<file path="config.mk">
export PLATFORM = sky130hd
export DESIGN_NAME = spi_xfer_arbiter
export DESIGN_NICKNAME = d
export VERILOG_FILES = /design/src/rtl/spi_pkg.sv /design/src/rtl/spi_rr_arbiter.sv /design/src/rtl/spi_xfer_arbiter.sv
export SDC_FILE = /design/constraint.sdc
export NUM_CORES = 1
export LEC_CHECK = 0
export ABC_CLOCK_PERIOD_IN_PS = 2500
export CAP_MARGIN = 20
export CORE_MARGIN = 2
export CORE_UTILIZATION = 40
export CTS_BUF_LIST = sky130_fd_sc_hd__clkbuf_8 sky130_fd_sc_hd__clkbuf_16
export DETAILED_ROUTE_END_ITERATION = 8
export GPL_ROUTABILITY_DRIVEN = 0
export PLACE_DENSITY = 0.63
export SETUP_SLACK_MARGIN = 0.05
export SLEW_MARGIN = 20
export SYNTH_ARGS = -nofsm -noshare
export SYNTH_HDL_FRONTEND = slang
export SYNTH_SLANG_ARGS = --single-unit
</file>
<file path="constraint.sdc">
create_clock -name CTRL_CLK -period 2.5 [get_ports CTRL_CLK]
set_input_delay 0.625 -clock CTRL_CLK [delete_from_list [all_inputs] [get_ports CTRL_CLK]]
set_output_delay 0.625 -clock CTRL_CLK [all_outputs]
set_load 0.02 [all_outputs]
</file>
<file path="src/rtl/spi_pkg.sv">
`default_nettype none
// ============================================================================
//  Module      : spi_pkg
//  Description : Shared constants and FSM state encoding for the SPI
//                transaction arbiter.
//  Revision    : 1.0 - initial release
// ============================================================================
package spi_pkg;

    // Width of one SPI data byte
    localparam int c_BYTE_W = 8;

    // Transaction sequencer states
    typedef logic [1:0] state_t;
    localparam state_t c_ST_IDLE = 2'd0;
    localparam state_t c_ST_XFER = 2'd1;
    localparam state_t c_ST_GAP  = 2'd2;

endpackage : spi_pkg
`default_nettype wire

</file>
<file path="src/rtl/spi_rr_arbiter.sv">
`default_nettype none
// ============================================================================
//  Module      : spi_rr_arbiter
//  Description : Combinational round-robin pick. Searches upward from
//                i_last+1 (with wrap) for the first candidate and returns it
//                as a one-hot grant, an index and a valid flag.
//  Revision    : 1.0 - initial release
// ============================================================================
module spi_rr_arbiter #(
    parameter int NREQ  = 2,
    parameter int IDX_W = (NREQ > 1) ? $clog2(NREQ) : 1
) (
    input  logic [NREQ-1:0]  i_cand,
    input  logic [IDX_W-1:0] i_last,
    output logic [NREQ-1:0]  o_gnt,
    output logic [IDX_W-1:0] o_idx,
    output logic             o_valid
);

    // First candidate after the previous winner wins; the previous winner
    // itself is looked at last so it cannot starve the others.
    always_comb begin
        logic [IDX_W-1:0] v_sel;
        o_gnt   = '0;
        o_idx   = '0;
        o_valid = 1'b0;
        v_sel   = '0;
        for (int k = 1; k <= NREQ; k++) begin
            v_sel = IDX_W'((int'(i_last) + k) % NREQ);
            if (!o_valid && i_cand[v_sel]) begin
                o_valid      = 1'b1;
                o_idx        = v_sel;
                o_gnt[v_sel] = 1'b1;
            end
        end
    end

endmodule : spi_rr_arbiter
`default_nettype wire

</file>
<file path="src/rtl/spi_xfer_arbiter.sv">
`default_nettype none
// ============================================================================
//  Module      : spi_xfer_arbiter
//  Description : Shares one SPI master byte engine among NREQ requesters.
//                Grants one requester per multi-byte transaction (round
//                robin), holds ENABLE low for exactly REQ_LEN bytes, detects
//                byte completion from stash_ptr changes and aborts stalled
//                transfers with a watchdog.
//  Revision    : 1.0 - initial release
// ============================================================================
module spi_xfer_arbiter
    import spi_pkg::*;
#(
    parameter int NREQ    = 2,
    parameter int LEN_W   = 8,
    parameter int MIN_GAP = 4,
    parameter int TIMEOUT = 4096
) (
    input  logic                     CTRL_CLK,
    input  logic                     NRST,
    input  logic [NREQ-1:0]          REQ,
    input  logic [NREQ*LEN_W-1:0]    REQ_LEN,
    input  logic [NREQ*c_BYTE_W-1:0] TX_DATA,
    output logic [NREQ-1:0]          GNT,
    output logic [NREQ-1:0]          TX_POP,
    output logic [c_BYTE_W-1:0]      RX_DATA,
    output logic [NREQ-1:0]          RX_VALID,
    output logic [NREQ-1:0]          DONE,
    output logic [NREQ-1:0]          ERR,
    output logic                     SPI_EN_N,
    output logic [c_BYTE_W-1:0]      MOSI_data,
    input  logic [c_BYTE_W-1:0]      MISO_data,
    input  logic [c_BYTE_W-1:0]      stash_ptr,
    input  logic                     CS_IN
);

    localparam int c_IDX_W = (NREQ > 1) ? $clog2(NREQ) : 1;
    localparam int c_WD_W  = $clog2(TIMEOUT + 1);
    localparam int c_GAP_W = $clog2(MIN_GAP + 1);

    localparam logic [c_WD_W-1:0]  c_WD_LIMIT = c_WD_W'(TIMEOUT - 1);
    localparam logic [c_WD_W-1:0]  c_WD_SAT   = c_WD_W'(TIMEOUT);
    localparam logic [c_GAP_W-1:0] c_GAP_LAST = c_GAP_W'(MIN_GAP - 1);
    localparam logic [c_IDX_W-1:0] c_RR_INIT  = c_IDX_W'(NREQ - 1);

    // ------------------------------------------------------------------
    // Registers
    // ------------------------------------------------------------------
    state_t               r_state;
    logic [NREQ-1:0]      r_gnt;
    logic [NREQ-1:0]      r_tx_pop;
    logic [NREQ-1:0]      r_rx_valid;
    logic [NREQ-1:0]      r_done;
    logic [NREQ-1:0]      r_err;
    logic [c_BYTE_W-1:0]  r_rx_data;
    logic [c_BYTE_W-1:0]  r_mosi;
    logic                 r_spi_en_n;
    logic [LEN_W-1:0]     r_remaining;
    logic [c_BYTE_W-1:0]  r_ptr_q;
    logic [c_WD_W-1:0]    r_wdog;
    logic [c_GAP_W-1:0]   r_gap_cnt;
    logic [c_IDX_W-1:0]   r_rr_last;

    // ------------------------------------------------------------------
    // Combinational next values
    // ------------------------------------------------------------------
    state_t               w_state_nxt;
    logic [NREQ-1:0]      w_gnt_nxt;
    logic [NREQ-1:0]      w_tx_pop_nxt;
    logic [NREQ-1:0]      w_rx_valid_nxt;
    logic [NREQ-1:0]      w_done_nxt;
    logic [NREQ-1:0]      w_err_nxt;
    logic [c_BYTE_W-1:0]  w_rx_data_nxt;
    logic [c_BYTE_W-1:0]  w_mosi_nxt;
    logic                 w_spi_en_n_nxt;
    logic [LEN_W-1:0]     w_remaining_nxt;
    logic [c_BYTE_W-1:0]  w_ptr_q_nxt;
    logic [c_WD_W-1:0]    w_wdog_nxt;
    logic [c_GAP_W-1:0]   w_gap_cnt_nxt;
    logic [c_IDX_W-1:0]   w_rr_last_nxt;

    logic [NREQ-1:0]      w_cand;
    logic [NREQ-1:0]      w_pick_gnt;
    logic [c_IDX_W-1:0]   w_pick_idx;
    logic                 w_pick_valid;
    logic [LEN_W-1:0]     w_len_arr [NREQ];
    logic [c_BYTE_W-1:0]  w_tx_arr  [NREQ];
    logic                 w_byte_done;
    logic                 w_last_byte;
    logic                 w_wdog_expire;
    logic                 w_gap_done;

    // Unpack the flat per-requester buses; zero-length requests never compete
    for (genvar gi = 0; gi < NREQ; gi++) begin : g_unpack
        assign w_len_arr[gi] = REQ_LEN[gi*LEN_W +: LEN_W];
        assign w_tx_arr[gi]  = TX_DATA[gi*c_BYTE_W +: c_BYTE_W];
        assign w_cand[gi]    = REQ[gi] && (w_len_arr[gi] != '0);
    end

    spi_rr_arbiter #(
        .NREQ  (NREQ),
        .IDX_W (c_IDX_W)
    ) u_rr_arbiter (
        .i_cand  (w_cand),
        .i_last  (r_rr_last),
        .o_gnt   (w_pick_gnt),
        .o_idx   (w_pick_idx),
        .o_valid (w_pick_valid)
    );

    // Inequality (not increment) detection so a 255->0 pointer wrap counts
    assign w_byte_done   = (r_state == c_ST_XFER) && (stash_ptr != r_ptr_q);
    assign w_last_byte   = (r_remaining == LEN_W'(1));
    assign w_wdog_expire = (r_wdog >= c_WD_LIMIT);
    assign w_gap_done    = CS_IN && (r_gap_cnt >= c_GAP_LAST);

    // FSM state register
    always_ff @(posedge CTRL_CLK or negedge NRST) begin
        if (!NRST) begin
            r_state <= c_ST_IDLE;
        end else begin
            r_state <= w_state_nxt;
        end
    end

    // FSM next-state logic; a completed byte takes priority over the watchdog
    always_comb begin
        w_state_nxt = r_state;
        case (r_state)
            c_ST_IDLE: begin
                if (w_pick_valid) begin
                    w_state_nxt = c_ST_XFER;
                end
            end
            c_ST_XFER: begin
                if (w_byte_done) begin
                    if (w_last_byte) begin
                        w_state_nxt = c_ST_GAP;
                    end
                end else if (w_wdog_expire) begin
                    w_state_nxt = c_ST_GAP;
                end
            end
            c_ST_GAP: begin
                if (w_gap_done) begin
                    w_state_nxt = c_ST_IDLE;
                end
            end
            default: begin
                w_state_nxt = c_ST_IDLE;
            end
        endcase
    end

    // FSM output logic: next values of all registered outputs and counters
    always_comb begin
        w_gnt_nxt       = r_gnt;
        w_tx_pop_nxt    = '0;
        w_rx_valid_nxt  = '0;
        w_done_nxt      = '0;
        w_err_nxt       = '0;
        w_rx_data_nxt   = r_rx_data;
        w_mosi_nxt      = r_mosi;
        w_spi_en_n_nxt  = r_spi_en_n;
        w_remaining_nxt = r_remaining;
        w_ptr_q_nxt     = r_ptr_q;
        w_wdog_nxt      = r_wdog;
        w_gap_cnt_nxt   = r_gap_cnt;
        w_rr_last_nxt   = r_rr_last;
        case (r_state)
            c_ST_IDLE: begin
                if (w_pick_valid) begin
                    w_gnt_nxt       = w_pick_gnt;
                    w_rr_last_nxt   = w_pick_idx;
                    w_remaining_nxt = w_len_arr[w_pick_idx];
                    w_ptr_q_nxt     = stash_ptr;
                    w_mosi_nxt      = w_tx_arr[w_pick_idx];
                    w_spi_en_n_nxt  = 1'b0;
                    w_wdog_nxt      = '0;
                end
            end
            c_ST_XFER: begin
                // The granted requester refreshes TX_DATA after each pop,
                // so MOSI simply follows it every cycle.
                w_mosi_nxt = w_tx_arr[r_rr_last];
                if (w_byte_done) begin
                    w_ptr_q_nxt     = stash_ptr;
                    w_rx_data_nxt   = MISO_data;
                    w_rx_valid_nxt  = r_gnt;
                    w_tx_pop_nxt    = r_gnt;
                    w_remaining_nxt = r_remaining - LEN_W'(1);
                    w_wdog_nxt      = '0;
                    if (w_last_byte) begin
                        w_spi_en_n_nxt = 1'b1;
                        w_done_nxt     = r_gnt;
                        w_gnt_nxt      = '0;
                        w_gap_cnt_nxt  = '0;
                    end
                end else if (w_wdog_expire) begin
                    w_spi_en_n_nxt = 1'b1;
                    w_err_nxt      = r_gnt;
                    w_gnt_nxt      = '0;
                    w_gap_cnt_nxt  = '0;
                end else if (r_wdog != c_WD_SAT) begin
                    w_wdog_nxt = r_wdog + c_WD_W'(1);
                end
            end
            c_ST_GAP: begin
                // Only consecutive CS-high cycles count toward the gap
                if (!CS_IN) begin
                    w_gap_cnt_nxt = '0;
                end else if (!w_gap_done) begin
                    w_gap_cnt_nxt = r_gap_cnt + c_GAP_W'(1);
                end
            end
            default: begin
                w_gnt_nxt      = '0;
                w_spi_en_n_nxt = 1'b1;
            end
        endcase
    end

    // Datapath and output registers
    always_ff @(posedge CTRL_CLK or negedge NRST) begin
        if (!NRST) begin
            r_gnt       <= '0;
            r_tx_pop    <= '0;
            r_rx_valid  <= '0;
            r_done      <= '0;
            r_err       <= '0;
            r_rx_data   <= '0;
            r_mosi      <= '0;
            r_spi_en_n  <= 1'b1;
            r_remaining <= '0;
            r_ptr_q     <= '0;
            r_wdog      <= '0;
            r_gap_cnt   <= '0;
            r_rr_last   <= c_RR_INIT;
        end else begin
            r_gnt       <= w_gnt_nxt;
            r_tx_pop    <= w_tx_pop_nxt;
            r_rx_valid  <= w_rx_valid_nxt;
            r_done      <= w_done_nxt;
            r_err       <= w_err_nxt;
            r_rx_data   <= w_rx_data_nxt;
            r_mosi      <= w_mosi_nxt;
            r_spi_en_n  <= w_spi_en_n_nxt;
            r_remaining <= w_remaining_nxt;
            r_ptr_q     <= w_ptr_q_nxt;
            r_wdog      <= w_wdog_nxt;
            r_gap_cnt   <= w_gap_cnt_nxt;
            r_rr_last   <= w_rr_last_nxt;
        end
    end

    assign GNT       = r_gnt;
    assign TX_POP    = r_tx_pop;
    assign RX_VALID  = r_rx_valid;
    assign DONE      = r_done;
    assign ERR       = r_err;
    assign RX_DATA   = r_rx_data;
    assign MOSI_data = r_mosi;
    assign SPI_EN_N  = r_spi_en_n;

endmodule : spi_xfer_arbiter
`default_nettype wire

</file>
==> results.cfg <==
[sta]
hold_viol = 0
clock-skew-final_ns = 0.0134
fin_crit_ns = 2.37
worst_slew_pin_slew_ns = 0.470
fin_ws_ns = 0.128
grt_setup_unrepaired = yes
setup_viol = 0
maxSlewHeadroom_pct = 68.6
finalCritPeriodShare_pct = 94.9
max_freq_mhz = 422
slew_violations = 0

[cts]
clk_latency_ns = 0.34
cts_root_buf = clkbuf_8
clkSinkCount = 60
cts_max_level = 3
cts_max_path_buffers = 2
clk_pin_slew_worst_paths_ns = 0.07
cts_inserted_buffers = 9
cts_tree = yes
cts_hold_buf = 0

[global_route]
grt_max_degree = 36
grt_pass1_wl_um = 13600
grt_usage_pct = 19.7
grt_overflow = 0
antenna_found_initial = 0
grt_pass1_vias = 2853

[die]
rows = 32
start_util_pct = 41.4
coreArea_mm2 = 0.00777
io_pins = 80
die_x_um = 93.6
die_area_mm2 = 0.00877
die_h_um = 93.6

[synth]
synth_cells = 327
avgSynthCellArea_um2 = 9.83
yosysTopAreaCell = dfrtp_1
syn_area_mm2 = 0.00321
synth_nets = 386
synthAdderAreaFrac_pct = 2.34
seq_area_frac_synth_pct = 46.8
synth_area_leaders = dfrtp_1 (45%), mux2_2 (9.5%), nand2_1 (6.0%), o21ai_0 (3.7%), xor2_1 (2.5%)
ys_ff_latch = 60
netlist.area_leader.share_pct = 45.2
synthArstFlopShare_pct = 100
synth.area.mux_share_pct = 11.3
synth_xor_area_share_pct = 2.45
synth_top_flop_cell = dfrtp_1
synth_edf_count = 0
yosys_warnings = 0
yosysUniqueCellTypes = 52
synth_top_family_by_area = compound AO/OA/AOI/OAI gates
synth-simple-area-share_pct = 15.0
synth_compound_gate_area_share_pct = 18.1

[final_layout]
finish.utilization_pct = 59.6
nets = 496
multi_input_area_mm2 = 0.00164
fill_cells = 700
area_delta_synth_final_pct = 44.1
fin_area_mm2 = 0.00463
seq_area_mm2 = 0.00150
antenna_cells = 0
drive_above_1_share_pct = 20.8
fin_cells = 544

[placement]
place_ws_ns = -0.683
portBuffers = 79
dp_cells = 525
dpl.hpwl_um = 5870
dpl-instance-area_mm2 = 0.00432

[detailed_routing]
drt_iter0_markers = 123
wl_per_cell_um = 15.2
via_per_inst = 5.29
wirelength_um = 8290
dr.pass1.iters = 4
drc = 0
antenna_left = 0
num_vias = 2876

[worst_setup_path]
r2r_end = RX_DATA[7]
crit_path_max_fanout = 5
arrival_ns = 2.65
worstReg2RegStart = r_state[0]
setup.worst_path.class = in -> reg
cp-start-kind = primary input
reg2reg_depth = 4
critPathRequiredTime_ns = 2.78
endpoint_kind = register
regToRegSetupSlack_ns = 0.46

[outcome]
status = complete, no violations

[power_and_ir_drop]
p_per_area_mw_per_mm2 = 1020
power.leakage_uw = 0.00205
peakVddDrop_mv = 0.324

[hold_path]
holdCritPathClass = in -> async

[flow_run]
cap_viol_max_count = 0
==> routing by layer <==
| layer | global-route usage, % | share of wire (%) | routed length (um) |
|---|---|---|---|
| met1 | 25.5 | 45 | 3760 |
| met4 | 4.47 | 0.95 | 79 |
| met5 | 0 | 0 | 0 |
| met2 | 33.2 | 48 | 3960 |
| met3 | 5.24 | 5.8 | 481 |
==> through the flow <==
stage,hold slack [ns],TNS [ns],total power [uW]
after CTS,0.0973,0,4730
after detailed placement,0.460,-16.94,3810
after floorplan,0.329,0,2900
final,0.108,0,4720
after global routing,0.0982,0,5060
after global placement,0.461,-15.75,3770
==> Yosys cell counts (2+ instances only) <==
| cell type | count |
|---|---|
| o31ai_1 | 3 |
| a32o_1 | 3 |
| ha_1 | 6 |
| nand4_1 | 6 |
| buf_2 | 4 |
| nor4_1 | 5 |
| buf_4 | 2 |
| nand2b_1 | 2 |
| a21oi_1 | 14 |
| dfstp_2 | 2 |
| nor2_1 | 12 |
| clkbuf_1 | 8 |
| nor3_1 | 5 |
| xor2_1 | 9 |
| and3_1 | 4 |
| and2_1 | 4 |
| o21a_1 | 2 |
| o22ai_1 | 12 |
| a31oi_1 | 6 |
| mux2_2 | 27 |
| o21ai_0 | 24 |
| dfrtp_1 | 58 |
| nand2_1 | 51 |
| inv_1 | 13 |
| nor2b_1 | 2 |
| or4_1 | 5 |
| o211ai_1 | 3 |
| nand3_1 | 5 |
| a22o_1 | 2 |
| mux2i_1 | 6 |
==> how the worst max path moves through the flow <==
stage,startpoint,endpoint,depth (start not counted)
2_1_floorplan,REQ_LEN[12],r_wdog[10],6
3_3_place_gp,REQ_LEN[0],r_remaining[5],8
3_5_place_dp,REQ_LEN[0],r_remaining[5],8
4_1_cts,REQ_LEN[15],r_wdog[4],7
5_1_grt,REQ_LEN[0],MOSI_data[7],8
6_report,REQ_LEN[13],r_wdog[4],7
==> registers in the layout, indices dropped and copies added, names as in the netlist <==
signal / cells
GNT: 2
SPI_EN_N: 1
MOSI_data: 8
DONE: 2
RX_DATA: 8
RX_VALID: 2
r_rr_last: 1
r_wdog: 13
r_state: 2
r_gap_cnt: 3
r_ptr_q: 8
r_remaining: 8
ERR: 2
==> final cells by class <==
type | count | share of cell area (%)
multi-input cells | 238 | 35.4
flip-flops and latches | 60 | 32.5
repair buffers | 115 | 24.0
clock buffers | 11 | 3.27
well taps | 102 | 2.76
inverters | 13 | 1.05
clock inverters | 5 | 1.00
==> logic make-up after synthesis <==
group | Yosys count
simple gates | 103
compound gates | 87
flops | 60
mux | 33
buf+inv | 29
xor+xnor | 9
fa+ha+maj | 6
==> power by group <==
part	switching (uW)	leakage, uW	internal, uW
clock	375	0.000113	503
sequential	289	0.000755	1320
combinational	1130	0.00118	1110
==> worst max-delay path, stage by stage <==
cell and delay [ns]:
dlygate4sd2_1 0.24, or4_4 0.58, o21a_4 0.26, o31ai_4 0.29, nor2_4 0.08, or4_1 0.50
nand2_1 0.07
==> layout by cell type, fill, tap and decap left out, types with 4 or more instances in the layout <==
cell,n
ha_1,6
nor2_1,12
dlygate4sd2_1,5
nand3_1,5
and2_1,4
clkdlybuf4s50_1,70
o21ai_0,23
nand4_1,6
mux2_2,27
dfrtp_1,58
inv_1,16
xor2_1,9
nor3_1,5
mux2i_1,6
o22ai_1,12
a21oi_1,14
clkbuf_8,11
buf_4,31
buf_12,4
nand2_1,51
a31oi_1,6
and3_1,4
==> timing repair <==
| item | CTS | global route |
|---|---|---|
| cloned | 0 | 0 |
| buffers inserted | 3 | 0 |
| resized for setup | 12 | 9 |
| endpoints found under the setup margin | 20 | 12 |
| pin swaps | 8 | 5 |
Note: power is estimated with default switching activity, not from simulation.
